[src/rtl/pipe_ctrl.sv]
// Pipeline stall/flush controller: prioritised stalls, exception redirect, and an
// uninterruptible-fetch drain. Define PIPE_CTRL_PERF_CNT_EN to build the perf counters.
module pipe_ctrl (
  input  logic        cpu_clk_50M,
  input  logic        cpu_rst_n,
  input  logic        stallreq_if,
  input  logic        stallreq_id,
  input  logic        stallreq_ex,
  input  logic        stallreq_mem,
  input  logic        fetch_busy,
  input  logic        exc_valid,
  input  logic [31:0] exc_target,
  output logic [5:0]  stall,
  output logic        flush,
  output logic [31:0] flush_pc,
  output logic [31:0] stall_cycles,
  output logic [15:0] flush_count
);

  typedef enum logic [1:0] {
    RUN      = 2'd0,
    DRAIN    = 2'd1,
    REDIRECT = 2'd2
  } state_e;

  localparam logic [5:0] STALL_NONE = 6'b000000;
  localparam logic [5:0] STALL_ALL  = 6'b111111;
  localparam logic [5:0] STALL_MEM  = 6'b011111;
  localparam logic [5:0] STALL_EX   = 6'b001111;
  localparam logic [5:0] STALL_ID   = 6'b000111;
  localparam logic [5:0] STALL_IF   = 6'b000011;

  state_e      state_q, state_d;
  logic [31:0] saved_pc_q, saved_pc_d;
  logic [5:0]  stall_c;
  logic        flush_c;
  logic [31:0] flush_pc_c;

  always_comb begin
    state_d    = state_q;
    saved_pc_d = saved_pc_q;
    stall_c    = STALL_NONE;
    flush_c    = 1'b0;
    flush_pc_c = 32'd0;
    case (state_q)
      RUN: begin
        if (exc_valid) begin
          // A pending instruction-bus transaction cannot be aborted, so hold the target until it retires
          if (fetch_busy) begin
            stall_c    = STALL_ALL;
            saved_pc_d = exc_target;
            state_d    = DRAIN;
          end else begin
            flush_c    = 1'b1;
            flush_pc_c = exc_target;
          end
        end else if (stallreq_mem) begin
          stall_c = STALL_MEM;
        end else if (stallreq_ex) begin
          stall_c = STALL_EX;
        end else if (stallreq_id) begin
          stall_c = STALL_ID;
        end else if (stallreq_if) begin
          stall_c = STALL_IF;
        end
      end
      DRAIN: begin
        stall_c = STALL_ALL;
        if (!fetch_busy) begin
          state_d = REDIRECT;
        end
      end
      REDIRECT: begin
        flush_c    = 1'b1;
        flush_pc_c = saved_pc_q;
        state_d    = RUN;
      end
      default: begin
        state_d = RUN;
      end
    endcase
    // Outputs are quiet for the whole reset interval, not just after the next edge
    if (!cpu_rst_n) begin
      stall_c    = STALL_NONE;
      flush_c    = 1'b0;
      flush_pc_c = 32'd0;
    end
  end

  always_ff @(posedge cpu_clk_50M or negedge cpu_rst_n) begin
    if (!cpu_rst_n) begin
      state_q    <= RUN;
      saved_pc_q <= 32'd0;
    end else begin
      state_q    <= state_d;
      saved_pc_q <= saved_pc_d;
    end
  end

  assign stall    = stall_c;
  assign flush    = flush_c;
  assign flush_pc = flush_pc_c;

`ifdef PIPE_CTRL_PERF_CNT_EN
  logic [31:0] stall_cycles_q, stall_cycles_d;
  logic [15:0] flush_count_q, flush_count_d;

  // Both counters stick at all-ones rather than wrapping
  always_comb begin
    stall_cycles_d = stall_cycles_q;
    flush_count_d  = flush_count_q;
    if (stall_c[0] && (stall_cycles_q != 32'hFFFF_FFFF)) begin
      stall_cycles_d = stall_cycles_q + 32'd1;
    end
    if (flush_c && (flush_count_q != 16'hFFFF)) begin
      flush_count_d = flush_count_q + 16'd1;
    end
  end

  always_ff @(posedge cpu_clk_50M or negedge cpu_rst_n) begin
    if (!cpu_rst_n) begin
      stall_cycles_q <= 32'd0;
      flush_count_q  <= 16'd0;
    end else begin
      stall_cycles_q <= stall_cycles_d;
      flush_count_q  <= flush_count_d;
    end
  end

  assign stall_cycles = stall_cycles_q;
  assign flush_count  = flush_count_q;
`else
  assign stall_cycles = 32'd0;
  assign flush_count  = 16'd0;
`endif

endmodule
[config.mk]
export PLATFORM = sky130hd
export DESIGN_NAME = pipe_ctrl
export DESIGN_NICKNAME = d
export VERILOG_FILES = /design/src/rtl/pipe_ctrl.sv
export SDC_FILE = /design/constraint.sdc
export NUM_CORES = 1
export LEC_CHECK = 0
export ABC_AREA = 1
export ABC_CLOCK_PERIOD_IN_PS = 1700
export CAP_MARGIN = 10
export CORE_MARGIN = 3
export CORE_UTILIZATION = 39
export CTS_CLUSTER_DIAMETER = 200
export DETAILED_ROUTE_END_ITERATION = 16
export PLACE_DENSITY = 0.81
export SLEW_MARGIN = 15
export SYNTH_ARGS = -nofsm -noshare
export SYNTH_HDL_FRONTEND = slang
export SYNTH_SLANG_ARGS = --single-unit
[constraint.sdc]
create_clock -name cpu_clk_50M -period 1.7 [get_ports cpu_clk_50M]
set_input_delay 0.425 -clock cpu_clk_50M [delete_from_list [all_inputs] [get_ports cpu_clk_50M]]
set_output_delay 0.425 -clock cpu_clk_50M [all_outputs]
set_load 0.02 [all_outputs]
# Word level (Yosys, flattened, before mapping)
# Cells that the tools add are included.
# word_totals
wordCells	30
register_bits	34
# classes
eq_ne	5
muxes	20
n_reduce_logical	3
# op_table
operator	count
$mux W32	3
$pmux W32 S2	1
$mux W6	3
$pmux W6 S2	1
$mux W2	4
$ne A2 B2 Y1 const B	3
$reduce_and A3 Y1	2
$mux W5	1
$mux W4	1
$pmux W2 S2	1
$mux W1	3
$mux W3	1
$eq A2 B1 Y1 const B	1
$eq A2 B2 Y1 const B	1
$logic_not A2 Y1	1
$pmux W1 S2	1

# Depth between registers and ports, before layout
# logic_depth
word_depth	7
mapped_depth	7

# Least setup slack after synthesis
# Ideal clock, no wire load.
# synth_timing
path_type	reg-to-output
startpoint	reg state_q[0]
endpoint	out flush_pc[10]
arrival_time_ps	1327
stages_incl_launch_ff	7
path_slack_ps	-52
path_cell_list	dfrtp_1 nor2_4 inv_2 nor2_4 buf_4 nand2_1 a21oi_1
# synth_between
elab_chain_len	3
elab_cells_between_ends	4
classes_between	eq/ne: 1; mux: 2; reduce/logical: 1
# synth_lines
item	line_no	rtl
from (decl)	33	state_e state_q, state_d;
from (signal assigned)	95	state_q <= state_d;
$eq A2 B2 Y1 or $logic_not A2 Y1 (tied branches)	45	case (state_q)
$pmux W32 S2 *	45	
$mux W32 *	83	if (!cpu_rst_n) begin
to (decl)	15	output logic [31:0] flush_pc,
# Mark *: on every way between the ends. The rest lies on a longest branch, timed or not.

# Worst setup path after layout
# layout_timing
startpoint	in fetch_busy
endpoint	out flush_pc[24]
# layout_between
elab_chain_len	4
# layout_lines
item	line_no	rtl
from (decl)	10	input logic fetch_busy,
$mux W32	49	if (fetch_busy) begin
$mux W32	47	if (exc_valid) begin
$pmux W32 S2	45	
$mux W32	83	
# No other way between the ends.

==> flow_summary_export.csv <==
group,metric,value,unit
floorplan,die_width,82.29,µm
critical_path,reg2reg_slack,0.11,ns
power,p_seq_share,37.8,%
critical_path,endpoint_kind,"output port",
power,netSwitchingFraction,34.42,%
cts,cts_tree,"done",
global_routing,antenna_found_initial,0,
detailed_routing,ant_nets,0,
synth,syn_avg_cell_area,6.920,µm²
critical_path,criticalPathCategory,"in2out",
sta,setup_slack,-0.3630,ns
placed_design,post_dp_cell_area,3208,µm²
critical_path,critPathTopFamily,"buffers and inverters",
status,status,"complete, but fails checks",
placed_design,gp_congestion,0.7602,
power,ir_drop,0.5541,mV
cts,cts_sinks,34,
placed_design,hpwl,4402,µm
power,comb_power_share,37.2,%
sta,finalSetupTns,-11.45,ns
detailed_routing,vias,2359,
power,power_per_cell_area,815.3,nW/µm²
flow_run,cap_violations,0,
sta,finalHoldViolCount,0,
synth,synth_seq_cells,34,
detailed_routing,detail_route.wl_per_cell,13.48,µm
synth,ys_seq_area_share,37.49,%
synth,synth_cells,328,
critical_path,critical_path.max_fanout,8,
global_routing,grt_pass1_wl,10370,µm
detailed_routing,finalWirelength,6796,µm
floorplan,initial_core_util,40.72,%
critical_path,cp_slowest_cell,"dlygate4sd2_1",
critical_path,critPathRequiredTime,1.27,ns
cts,postCtsHoldBufs,0,
power,clock_power_share,25.0,%
final_layout,nets,472,
power,switching_power,1.014,mW
cts,clockBufferDepth,2,
sta,rsz0062_at_grt,"true",
global_routing,grtUsageTotal,19.66,%
status,violations,"setup timing",
detailed_routing,routed_via_density,4.681,
floorplan,io_pins,127,
sta,clock_skew,0.004432,ns
sta,hold-worst-slack,0.2722,ns
critical_path,critPathArrivalTime,1.64,ns
power,p_leak,1.781,nW
final_layout,syn2layout_area_growth,59.26,%
final_layout,diodes,0,
critical_path,max_stage_delay,0.25,ns
critical_path,worst-path-buf-inv,5,
detailed_routing,drtPass1Iterations,4,
placed_design,place_ws,-0.9356,ns
critical_path,reg2regPathDepth,9,
sta,fmax,484.7,MHz
detailed_routing,drc,0,
cts,numCtsBuffers,5,
floorplan,core_area,5574,µm²
cts,clkTransAtPathRegs,0.07,ns
floorplan,dieHeight,82.29,µm
global_routing,overflow,0,
final_layout,fin_area,3615,µm²
synth,ys_types,18,
critical_path,r2r_start,"state_q[0]$_DFFE_PN0P_",
synth,yosysWarnings,0,
sta,min_period,2.063,ns
detailed_routing,dr.first_iter.drc_count,121,
sta,drv_slew,0,
sta,fin_crit_sh,121.4,%
placed_design,port_buffers,78,
cts,htreeDepth,2,
floorplan,fp-row-count,27,
critical_path,crit_chain,"dlygate4sd2_1 > inv_2 > nand2_1 > nor2_4 > buf_12 > buf_12 > nand2_4 > a21oi_4 > buf_6",
final_layout,final_layout_size_suffix_gt1_share,36.81,%
global_routing,grt_pass1_vias,2217,
min_path,hp-class,"in2async",
synth,synth_area,2270,µm²
global_routing,grt_max_degree,34,
critical_path,r2r-end,"saved_pc_q[18]$_DFFE_PN0P_",
cts,clock_latency,0.27,ns
sta,finalSetupViolations,39,
power,p_int,1.933,mW
critical_path,crit_top_cell,"buf_12",
cts,cts_root_buf,"clkbuf_8",
floorplan,fp.dieArea,6771,µm²
critical_path,startpoint_type,"input port",
-- routing by layer --
layer | global-route usage [%] | routed length, µm | vias up
li1 | - | - | 1147
met1 | 23.31 | 2661 | 1115
met2 | 35.50 | 3652 | 93
met3 | 3.905 | 446 | 4
met4 | 5.980 | 36 | 0
met5 | 0 | 0 | -
-- cell usage after synthesis, drive strengths merged --
cell type,n,area (µm²)
dfrtp,34,850.8
nor3,1,5.000
nor2,5,36.29
nand2,139,521.8
o21ai,1,5.000
clkbuf,6,22.52
inv,8,30.03
conb,1,3.750
a31oi,1,6.260
a21oi,35,175.2
buf,61,434.2
clkinv,1,3.750
nand3,35,175.2
-- power by group through the flow --
stage                     Combinational [mW]  Sequential (mW)  Clock [mW]
after global placement                 0.904             1.11           0
final                                   1.10             1.12       0.736
after global routing                    1.20             1.14       0.790
after detailed placement               0.931             1.12           0
after CTS                               1.02             1.11       0.754
after floorplan                        0.640             1.09           0
-- state kept, by name, indices dropped and copies added (netlist names) --
name / flops
state_q: 2
saved_pc_q: 32
-- cell usage in the layout (no fill, tap or decap), types with 4 or more instances in the layout --
cell               n
a21oi_2           33
buf_12             5
buf_4             46
buf_6             26
clkbuf_8           6
clkdlybuf4s50_1   34
conb_1            48
dfrtp_1           33
inv_2              4
nand2_1          113
nand2_2           16
nand2_4           10
nand3_1           34
-- worst max path at each step --
stage                                start      endpoint  slack, ns  cells after the start
global route                    fetch_busy  flush_pc[24]      -0.43                      9
floorplan                        cpu_rst_n      stall[3]       0.03                      3
global placement                 exc_valid   flush_pc[0]      -0.94                      7
detailed placement               exc_valid  flush_pc[26]      -0.94                      7
finish                          fetch_busy  flush_pc[24]      -0.36                      9
CTS                 state_q[1]$_DFFE_PN0P_  flush_pc[26]      -0.35                      8
-- what timing repair did --
action / CTS / global route
cloned: 3 / 0
endpoints found under the hold margin: 0 / 0
gates resized for setup: 247 / 41
setup buffers: 6 / 6
endpoints found under the setup margin: 39 / 72
pin swaps: 11 / 6
-- tightest hold or removal path, delay by kind of cell --
kind | cells | cell delay, ns
buffers and inverters | 3 | 0.49
-- per-stage QoR --
step | power (mW) | std cells | util (%)
final | 2.947 | 504 | 64.85
after CTS | 2.882 | 501 | 62.58
after floorplan | 1.734 | 375 | -
after global routing | 3.122 | 504 | 64.85
after global placement | 2.014 | 485 | 57.55
after detailed placement | 2.052 | 485 | 57.55
-- logic make-up after synthesis --
logic type	after synthesis	share of synthesized area (%)
AND/OR/NAND/NOR	180	32.52
buffers and inverters	76	21.61
AO/OA/AOI/OAI	37	8.214
flip-flops	34	37.49
other	1	0.1652
-- layout make-up --
class	instances	area, µm²
clock buffer	6	82.58
clock inverter	1	30.03
fill	485	1959
inverter	9	36.28
multi-input combinational	265	1381
sequential	34	852.1
tap	72	90.09
timing repair buffer	117	1142
Note: power is estimated with default switching activity, not from simulation.
